### config.mk
export PLATFORM = sky130hd
export DESIGN_NAME = time_of_day_counter
export DESIGN_NICKNAME = d
export VERILOG_FILES = /design/src/rtl/time_of_day_counter.sv
export SDC_FILE = /design/constraint.sdc
export NUM_CORES = 1
export LEC_CHECK = 0
export CAP_MARGIN = 20
export CORE_ASPECT_RATIO = 1.4
export CORE_MARGIN = 2
export CORE_UTILIZATION = 35
export DETAILED_ROUTE_END_ITERATION = 16
export GPL_TIMING_DRIVEN = 1
export PLACE_DENSITY_LB_ADDON = 0.15
export SYNTH_ARGS = -nofsm -noshare
export SYNTH_HDL_FRONTEND = slang
export SYNTH_SLANG_ARGS = --single-unit
### constraint.sdc
create_clock -name input_clock -period 2.76 [get_ports input_clock]
set_clock_uncertainty 0.15 [all_clocks]
set_input_delay 0.552 -clock input_clock [delete_from_list [all_inputs] [get_ports input_clock]]
set_output_delay 0.552 -clock input_clock [all_outputs]
set_load 0.02 [all_outputs]
### src/rtl/time_of_day_counter.sv
// BCD hours:minutes:seconds timekeeper fed by the divider's slow square wave,
// with a two-button set-time state machine. Single clock domain.
module time_of_day_counter #(
  parameter int ticks_per_second = 2,
  parameter bit mode_24h         = 1'b1
) (
  input  logic       input_clock,
  input  logic       reset,
  input  logic       tick_in,
  input  logic       mode_btn,
  input  logic       inc_btn,
  output logic [3:0] hour_tens,
  output logic [3:0] hour_ones,
  output logic [3:0] min_tens,
  output logic [3:0] min_ones,
  output logic [3:0] sec_tens,
  output logic [3:0] sec_ones,
  output logic       pm,
  output logic [1:0] set_state,
  output logic       second_pulse
);

  localparam int sub_w = (ticks_per_second > 1) ? $clog2(ticks_per_second) : 1;
  localparam logic [sub_w-1:0] last_sub = sub_w'(ticks_per_second - 1);

  typedef enum logic [1:0] {
    RUN         = 2'b00,
    SET_HOURS   = 2'b01,
    SET_MINUTES = 2'b10
  } state_t;

  state_t           state;
  logic [sub_w-1:0] subsec;
  logic             tick_prev, mode_prev, inc_prev;
  logic             rise_tick, rise_mode, rise_inc;
  logic [8:0]       sec_next, min_next, hour_next;

  // Returns {carry, tens, ones} for a 00..59 BCD field.
  function automatic logic [8:0] next_sixty(input logic [3:0] tens, input logic [3:0] ones);
    logic [8:0] r;
    if (tens == 4'd5 && ones == 4'd9)
      r = 9'h100;
    else if (ones == 4'd9)
      r = {1'b0, tens + 4'd1, 4'd0};
    else
      r = {1'b0, tens, ones + 4'd1};
    return r;
  endfunction

  // Returns {pm, tens, ones}; pm only ever changes on 11->12 in 12-hour mode.
  function automatic logic [8:0] next_hour(input logic [3:0] tens, input logic [3:0] ones,
                                           input logic pm_in);
    logic [8:0] r;
    if (mode_24h) begin
      if (tens == 4'd2 && ones == 4'd3)
        r = {pm_in, 8'h00};
      else if (ones == 4'd9)
        r = {pm_in, tens + 4'd1, 4'd0};
      else
        r = {pm_in, tens, ones + 4'd1};
    end else begin
      if (tens == 4'd1 && ones == 4'd2)
        r = {pm_in, 8'h01};
      else if (tens == 4'd1 && ones == 4'd1)
        r = {~pm_in, 8'h12};
      else if (ones == 4'd9)
        r = {pm_in, tens + 4'd1, 4'd0};
      else
        r = {pm_in, tens, ones + 4'd1};
    end
    return r;
  endfunction

  assign rise_tick = tick_in & ~tick_prev;
  assign rise_mode = mode_btn & ~mode_prev;
  assign rise_inc  = inc_btn & ~inc_prev;
  assign set_state = state;

  always_comb begin
    sec_next  = next_sixty(sec_tens, sec_ones);
    min_next  = next_sixty(min_tens, min_ones);
    hour_next = next_hour(hour_tens, hour_ones, pm);
  end

  always_ff @(posedge input_clock) begin
    if (reset) begin
      state        <= RUN;
      subsec       <= '0;
      tick_prev    <= 1'b1;
      mode_prev    <= 1'b1;
      inc_prev     <= 1'b1;
      second_pulse <= 1'b0;
      pm           <= 1'b0;
      hour_tens    <= mode_24h ? 4'd0 : 4'd1;
      hour_ones    <= mode_24h ? 4'd0 : 4'd2;
      min_tens     <= 4'd0;
      min_ones     <= 4'd0;
      sec_tens     <= 4'd0;
      sec_ones     <= 4'd0;
    end else begin
      tick_prev    <= tick_in;
      mode_prev    <= mode_btn;
      inc_prev     <= inc_btn;
      second_pulse <= 1'b0;
      case (state)
        RUN: begin
          if (rise_tick) begin
            if (subsec == last_sub) begin
              subsec                 <= '0;
              second_pulse           <= 1'b1;
              {sec_tens, sec_ones}   <= sec_next[7:0];
              if (sec_next[8]) begin
                {min_tens, min_ones} <= min_next[7:0];
                if (min_next[8])
                  {pm, hour_tens, hour_ones} <= hour_next;
              end
            end else begin
              subsec <= subsec + 1'b1;
            end
          end
          // A coincident tick still carries into minutes; the clear then overrides seconds.
          if (rise_mode) begin
            state    <= SET_HOURS;
            subsec   <= '0;
            sec_tens <= 4'd0;
            sec_ones <= 4'd0;
          end
        end
        SET_HOURS: begin
          subsec <= '0;
          if (rise_mode)
            state <= SET_MINUTES;
          else if (rise_inc)
            {pm, hour_tens, hour_ones} <= hour_next;
        end
        SET_MINUTES: begin
          subsec <= '0;
          if (rise_mode)
            state <= RUN;
          else if (rise_inc)
            {min_tens, min_ones} <= min_next[7:0];
        end
        default: state <= RUN;
      endcase
    end
  end

endmodule

After elaboration in Yosys (flattened, before gate mapping)
Index checks and enable logic that the tools add are counted.

operators by class
  add/sub/neg operators = 7
  multiply operators = 0
  divide/modulo/power cells = 0
  order comparisons = 0
  equality and inequality tests = 21
  shift operators = 0
  mux-type cells = 54
  bitwise operators = 8
  reduce and logical (&&, ||, !) cells = 18

operators with widths
  kind                                                  count
  two-way mux 4 bit                                     28
  two-way mux 8 bit                                     4
  case mux 4 bit (2 select lines)                       4
  adder 4 x 1 -> 4 bit (second input constant)          6
  != test 2 bit (second input constant)                 11
  two-way mux 9 bit                                     2
  equality test 4 bit (second input constant)           3
  two-way mux 1 bit                                     10
  nonzero test 2 bit                                    5
  equality test 4 x 2 -> 1 bit (second input constant)  2
  equality test 4 x 3 -> 1 bit (second input constant)  2
  AND reduction 7 bit                                   1
  two-way mux 2 bit                                     3
  case mux 2 bit (3 select lines)                       1
  AND reduction 3 bit                                   2
  AND reduction 6 bit                                   1
  NOT 1 bit                                             5
  case mux 1 bit (2 select lines)                       2
  AND reduction 4 bit                                   1
  AND 1 bit                                             3
  logical AND 1 bit                                     3
  != test 3 bit (second input constant)                 1
  nonzero test 3 bit                                    1
  OR reduction 3 bit                                    1
  6 further kinds                                       6

word-level totals
  flip-flop bits (word level) = 32
  latch bits = 0
  RAM bits = 0
  memory bits (read-only) = 0
  bits of input ports = 5
  output and inout port bits = 28
  logic and storage cells = 121
  memories = 0

Longest topological paths before layout
Gate-level depths: netlist of the first run.

  depth in word-level cells = 8
  depth in mapped cells = 9
  mapped depth without buffers = 7

Least setup slack after synthesis of the first run
No wires, ideal clock.

  kind = in2reg
  start = input port sec_tens[0]
  end = register hour_tens[2]
  setup time = 0.070 ns
  data arrival time = 2.094 ns
  path slack = 0.446 ns
  cell stages on the path = 8
  buffers on the path = 1
  cell sequence = dfxtp_1 -> ha_1 -> nand3b_1 -> o31a_4 -> a211o_1 -> buf_6 -> or4_1 -> a21oi_1

on the way
  word-level cells in the longest chain between the ends = 5

RTL lines
  element                               RTL line  source
  from (decl)                           16        output logic [3:0] sec_tens,
  equality test 4 x 3 -> 1 bit          41        if (tens == 4'd5 && ones == 4'd9)
  logical AND 1 bit                     41
  two-way mux 9 bit                     41
  != test 2 bit (no source line)        n/a
  AND reduction 7 bit (no source line)  n/a
  to (signal assigned)                  94        hour_tens <= mode_24h ? 4'd0 : 4'd1;
  to (signal assigned)                  115       {pm, hour_tens, hour_ones} <= hour_next;
  to (signal assigned)                  134       {pm, hour_tens, hour_ones} <= hour_next;
  to (decl)                             12        output logic [3:0] hour_tens,

Every way passes these cells.
A chain may end at the register's enable or synchronous reset.

Final worst setup path of the first run
  start = input port tick_in
  end = register hour_tens[3]

on the way
  word-level cells in the longest chain between the ends = 3

RTL lines
  element                               RTL line  source
  from (decl)                           9         input logic tick_in,
  AND 1 bit                             74        assign rise_tick = tick_in & ~tick_prev;
  != test 2 bit (no source line)        n/a
  AND reduction 7 bit (no source line)  n/a

Every way passes these cells.

==> flow_summary.toml, run 1 <==
[worst_setup_path]
end_kind = "flip-flop"
rrSetupSlack_ns = 0.46
critPathKind = "input port to flip-flop"
crit_arrival_ns = 2.63
start_kind = "input port"
required_ns = 2.83
crit_fanout = 9

[floorplanning]
pin_count = 33
die_y_um = 87.71
initial_core_util_pct = 36.18
dieArea_mm2 = 0.005595
die_x_um = 63.79
core.rowCount = 30
core_area_mm2 = 0.004842

[routing]
firstDrtPassIters = 4
drt-vias-per-instance = 5.026
wl_mm = 3.733
postRouteAntennaNets = 0
drc_errors = 0
drtIter0Drc = 60
routed-via-count = 1538
wire_per_inst_um = 12.20

[yosys]
synth_edf_count = 0
synth_area_leaders = "dfxtp_1 35%, ha_1 9.3%, a21oi_1 5.7%, nand2_1 3.6%, nor2_1 3.2%"
ys_async_sr_fraction_pct = 0
synth.top_cell.area_share_pct = 35.43
ys_ff_latch = 31
yosys.area.top_type = "dfxtp_1"
yosys_most_used_dff = "dfxtp_1"
synth_cell_types = 49
syn_inst = 200
syn-mean-instance-area_um2 = 8.758
syn_nets = 218
yosysWarnings = 0
yosysSeqAreaShare_pct = 35.43
syn_area_mm2 = 0.001752

[cts]
cts.path.max_buffers = 2
cts-root-buf = "clkbuf_8"
holdBufCountCts = 0
cts_resized = 0
cts_inserted_buffers = 5
h-tree-depth = 2
clk_transition_reported_paths_ns = 0.07
insertion_delay_ns = 0.28
cts_sinks = 31
tritoncts = "yes"
cts_setup_buffers = 0

[cells_and_area]
drive_gt1_share_pct = 13.22
synthToLayoutAreaGrowth_pct = 28.71
antenna_cells = 0
final_cell_mix = "31 x dfxtp_1, 31 x clkdlybuf4s50_1, 20 x a21oi_1"
layout.nets = 259
final_util_pct = 46.56
final_area_mm2 = 0.002255

[power]
leakagePower_nw = 0.8636
peakVddDrop_v = 0.0002324
pwr_density_cell_mw_per_mm2 = 426.4
total_power_mw = 0.9613

[placed_design]
gp_congestion = 0.7422
pre_cts_ws_ns = -0.09515
numPortBuffers = 31
postPlaceCellArea_mm2 = 0.002155
hpwl_mm = 2.732

[outcome]
outcome = "finished clean"

[global_route]
antenna_found_initial = 0
grt_pass1_vias = 1522
grt_max_degree = 24
grt_pass1_wl_mm = 6.686
grt-ovfl-total = 0
grt_usage_pct = 14.96

[sta]
max_slew_margin_pct = 65.92
fin_ws_ns = 0.2055
grt_setup_unrepaired = "no"
fin_crit_sh_pct = 92.55
report.final.slew_viol_count = 0
tightest_slew_ns = 0.5058
setup_viol = 0
hold_viol = 0
fmaxAchievable_ghz = 0.3915
holdWs_ns = 0.3644
layout_min_cycle_time_ns = 2.554

[min_path]
min_path_type = "flip-flop to flip-flop"

[run]
cap_violations = 0
-- area by class of cell --
cell class              instances  area, um^2
clock buffers                   8       100.1
fillers                       487        2587
inverters                      13       48.80
multi-input cells             149        1020
flip-flops and latches         31       620.6
well taps                      64       80.08
repair buffers                 41       385.4
-- metrics by stage --
stage	cells	setup TNS (ns)
floorplan	200	0
detailed placement	298	-0.2603
CTS	306	0
global placement	298	-0.09712
finish	306	0
global route	306	0
-- report_power, final --
part | total [mW] | internal [mW] | switching, mW
logic | 0.104 | 0.0465 | 0.0571
clock network | 0.396 | 0.227 | 0.168
registers | 0.462 | 0.455 | 0.00708
-- worst max-delay path: stages --
cell             delay, ns
clkdlybuf4s50_1       0.51
nand3b_1              0.18
o31a_4                0.39
a211o_1               0.33
or4_1                 0.52
a21oi_1               0.14
-- path summary, 6_finish.rpt --
| path | end | cells past startpoint | start |
|---|---|---|---|
| worst max-delay path | hour_tens[3] | 6 | tick_in |
| worst min-delay path | hour_ones[1] | 2 | hour_ones[1] |
| worst max register to register | hour_tens[3] | 7 | set_state[0] |
| worst min register to register | hour_ones[1] | 2 | hour_ones[1] |
-- flip-flops by register name, summed over array words and instances (netlist names) --
name,cells
tick_prev,1
inc_prev,1
sec_ones,4
set_state,2
min_tens,4
subsec,1
sec_tens,4
min_ones,4
hour_tens,4
second_pulse,1
mode_prev,1
hour_ones,4
-- Yosys cell counts (all sizes together), types with 2 or more instances --
master	number
inv	13
o31ai	4
or2	3
nor4	3
nand3	7
nand4	2
a21oi	20
o21ai	11
a31oi	2
nor3	4
a21o	2
ha	13
and2b	2
xnor2	2
xor2	2
clkbuf	3
or3	2
and3b	3
nor2	15
nor2b	3
a221oi	2
dfxtp	31
nand3b	5
nand2	17
nand2b	3
buf	4
or4	4
mux2i	2
-- routing by layer --
layer | vias up | wire length [um] | part of all wire [%] | track usage, %
met5 | - | 0 | 0 | 0
met4 | 0 | 67 | 1.8 | 6.522
met3 | 6 | 124 | 3.3 | 3.213
met2 | 26 | 1867 | 50 | 26.61
met1 | 715 | 1674 | 45 | 17.17
li1 | 791 | - | - | -
-- cells by family after synthesis --
group / after synthesis / share of synthesized area, %
AND/OR/NAND/NOR: 77 / 25.86
AO/OA/AOI/OAI: 51 / 19.07
flip-flops: 31 / 35.43
buffers and inverters: 20 / 6.357
adder cells (fa/ha/maj): 13 / 9.286
XOR/XNOR: 4 / 2.000
multiplexers: 3 / 1.786
other: 1 / 0.2141
(Power assumes the default switching activity.)
==> run 2: changes to the inputs <==
--- a/config.mk
+++ b/config.mk
@@ -12,6 +12,7 @@
 export DETAILED_ROUTE_END_ITERATION = 16
 export GPL_TIMING_DRIVEN = 1
 export PLACE_DENSITY_LB_ADDON = 0.15
+export SKIP_LAST_GASP = 1
 export SYNTH_ARGS = -nofsm -noshare
 export SYNTH_HDL_FRONTEND = slang
 export SYNTH_SLANG_ARGS = --single-unit
==> results of run 2 <==
Same layout as run 1: the final DEF is identical, and so are final timing and power.
==> run 3: changes to the inputs <==
--- a/config.mk
+++ b/config.mk
@@ -5,7 +5,7 @@
 export SDC_FILE = /design/constraint.sdc
 export NUM_CORES = 1
 export LEC_CHECK = 0
-export CAP_MARGIN = 20
+export ABC_AREA = 1
 export CORE_ASPECT_RATIO = 1.4
 export CORE_MARGIN = 2
 export CORE_UTILIZATION = 35
@@ -16,3 +16,4 @@
 export SYNTH_ARGS = -nofsm -noshare
 export SYNTH_HDL_FRONTEND = slang
 export SYNTH_SLANG_ARGS = --single-unit
+export TNS_END_PERCENT = 5
==> flow_summary.toml, run 3 <==
[yosys]
synth_edf_count = 0
ys_async_sr_fraction_pct = 0
yosys.area.top_type = "dfxtp_1"
synth_most_common_cell = "nand2_1"
synth.top_cell.area_share_pct = 32.44
synth_cell_types = 34
synth_area_leaders = "dfxtp_1 32%, nand2_1 10%, ha_1 8.5%, inv_1 6.7%, nand3_1 5.8%"
netlist_top_cells_count = "52 x nand2_1, 34 x inv_1, 31 x dfxtp_1"
yosysWarnings = 0
syn_area_mm2 = 0.001913
yosysSeqAreaShare_pct = 32.44
syn-mean-instance-area_um2 = 7.247
syn_inst = 264
yosys_most_used_dff = "dfxtp_1"
ys_ff_latch = 31
syn_nets = 282

[worst_setup_path]
start_kind = "flip-flop"
critPathTopFamily = "buffers and inverters"
crit_end = "hour_ones[2]"
max_stage_delay_ns = 0.65
reg2reg_depth = 7
cp_slowest_cell = "clkdlybuf4s50_1"
crit_fanout = 7
cp.depth = 1
path_cells = "clkdlybuf4s50_1"
rrSetupSlack_ns = 0.81
path_buf_inv = 1
startpoint = "hour_ones[2]"
end_kind = "output pin"
critPathKind = "flip-flop to output pin"
required_ns = 2.06
r2r-start = "set_state[0]"
r2r-end = "sec_tens[3]"
crit_arrival_ns = 1.39

[power]
leakagePower_nw = 1.069
peakVddDrop_v = 0.0002920
pwr_density_cell_mw_per_mm2 = 391.9

[cells_and_area]
synthToLayoutAreaGrowth_pct = 24.98
final_cell_mix = "52 x nand2_1, 34 x inv_1, 31 x dfxtp_1, 31 x clkdlybuf4s50_1, 26 x nor2_1"
final_area_mm2 = 0.002391
drive_gt1_share_pct = 14.29
multi_input_area_mm2 = 0.001111
fillers = 546
layout.nets = 318
regArea_um2 = 620.6
final_common_cell = "nand2_1"
final_util_pct = 45.66
antenna_cells = 0

[cts]
cts.path.max_buffers = 2
cts_resized = 0
tritoncts = "yes"
cts_setup_buffers = 0
cts-root-buf = "clkbuf_8"
cts_inserted_buffers = 5
holdBufCountCts = 0
insertion_delay_ns = 0.28
clk_transition_reported_paths_ns = 0.07
h-tree-depth = 2
cts_sinks = 31

[routing]
drt-vias-per-instance = 4.719
drtIter0Drc = 89
wl_mm = 3.950
firstDrtPassIters = 4
postRouteAntennaNets = 0
wire_per_inst_um = 10.76
drc_errors = 0
routed-via-count = 1732

[sta]
fmaxAchievable_ghz = 0.4782
grt_setup_unrepaired = "no"
fin_crit_sh_pct = 75.76
fin_tns_setup_ns = 0
holdWs_ns = 0.3431
report.final.slew_viol_count = 0
setup_viol = 0
hold_viol = 0
layout_min_cycle_time_ns = 2.091

[floorplanning]
pin_count = 33
core.rowCount = 31
initial_core_util_pct = 36.54
die_x_um = 66.49
dieArea_mm2 = 0.006082
core_area_mm2 = 0.005236
die_y_um = 91.48

[global_route]
grt_pass1_wl_mm = 6.989
antenna_found_initial = 0
grt_max_degree = 19
grt_usage_pct = 14.49
grt-ovfl-total = 0
grt_pass1_vias = 1613

[placed_design]
hpwl_mm = 2.986
postPlaceCellArea_mm2 = 0.002291
gp_congestion = 0.7809
numPortBuffers = 31

[min_path]
min_path_type = "flip-flop to flip-flop"

[outcome]
outcome = "finished clean"

[run]
cap_violations = 0
## run 3: cell count changes after synthesis, sizes merged, moves of 3 or more
cell    previous run  this run
nand3              7        24
inv               13        37
nand4              2         5
o31ai              4         0
nand2b             3         0
nand3b             5         1
nor2              15        37
nor2b              3         0
nor4               3         0
and3b              3         0
nand2             17        64
or4                4         0
## run 3: power breakdown
group	internal, mW	switching [mW]
Clock	0.228	0.169
Combinational	0.0290	0.0518
Sequential	0.453	0.00626
## run 3: logic make-up after synthesis
kind of cell | after synthesis | share of synthesized area (%)
fa+ha+maj | 13 | 8.502
simple gates | 138 | 36.82
other cells | 1 | 0.1960
flops | 31 | 32.44
xor+xnor | 3 | 1.374
buf+inv | 43 | 9.483
compound gates | 35 | 11.19
## run 3: area by class of cell
cell class	count	share of cell area [%]
clock buffers	8	4.186
multi-input cells	190	46.47
repair buffers	33	13.61
flip-flops and latches	31	25.96
inverters	39	6.332
well taps	66	3.454
## run 3: per-layer routing
layer / global-route usage (%) / share of wire (%) / vias to the layer above / routed length, um
met1: 17.32 / 45 / 784 / 1782
met5: 0 / 0 / - / 0
met3: 3.470 / 3.7 / 4 / 148
met4: 4.082 / 1.1 / 0 / 45
met2: 25.17 / 50 / 28 / 1973
li1: - / - / 916 / -
## run 3: stage by stage
step	total power [mW]	setup slack, ns	instances
final	0.9371	0.6690	367
after floorplan	0.5291	0.9498	264
after global placement	0.5510	0.5170	359
after global routing	0.9788	0.5880	367
after detailed placement	0.5514	0.4915	359
after CTS	0.9533	0.6546	367
## run 3: worst min-delay path by stage
| stage | from | endpoint | slack (ns) | cells after the start |
|---|---|---|---|---|
| floorplan | subsec | second_pulse | 0.32 | 2 |
| global placement | sec_ones[2] | sec_ones[2] | 0.34 | 2 |
| detailed placement | sec_ones[2] | sec_ones[2] | 0.33 | 2 |
| CTS | sec_ones[2] | sec_ones[2] | 0.35 | 2 |
| global route | sec_ones[2] | sec_ones[2] | 0.37 | 2 |
| finish | sec_ones[2] | sec_ones[2] | 0.34 | 2 |
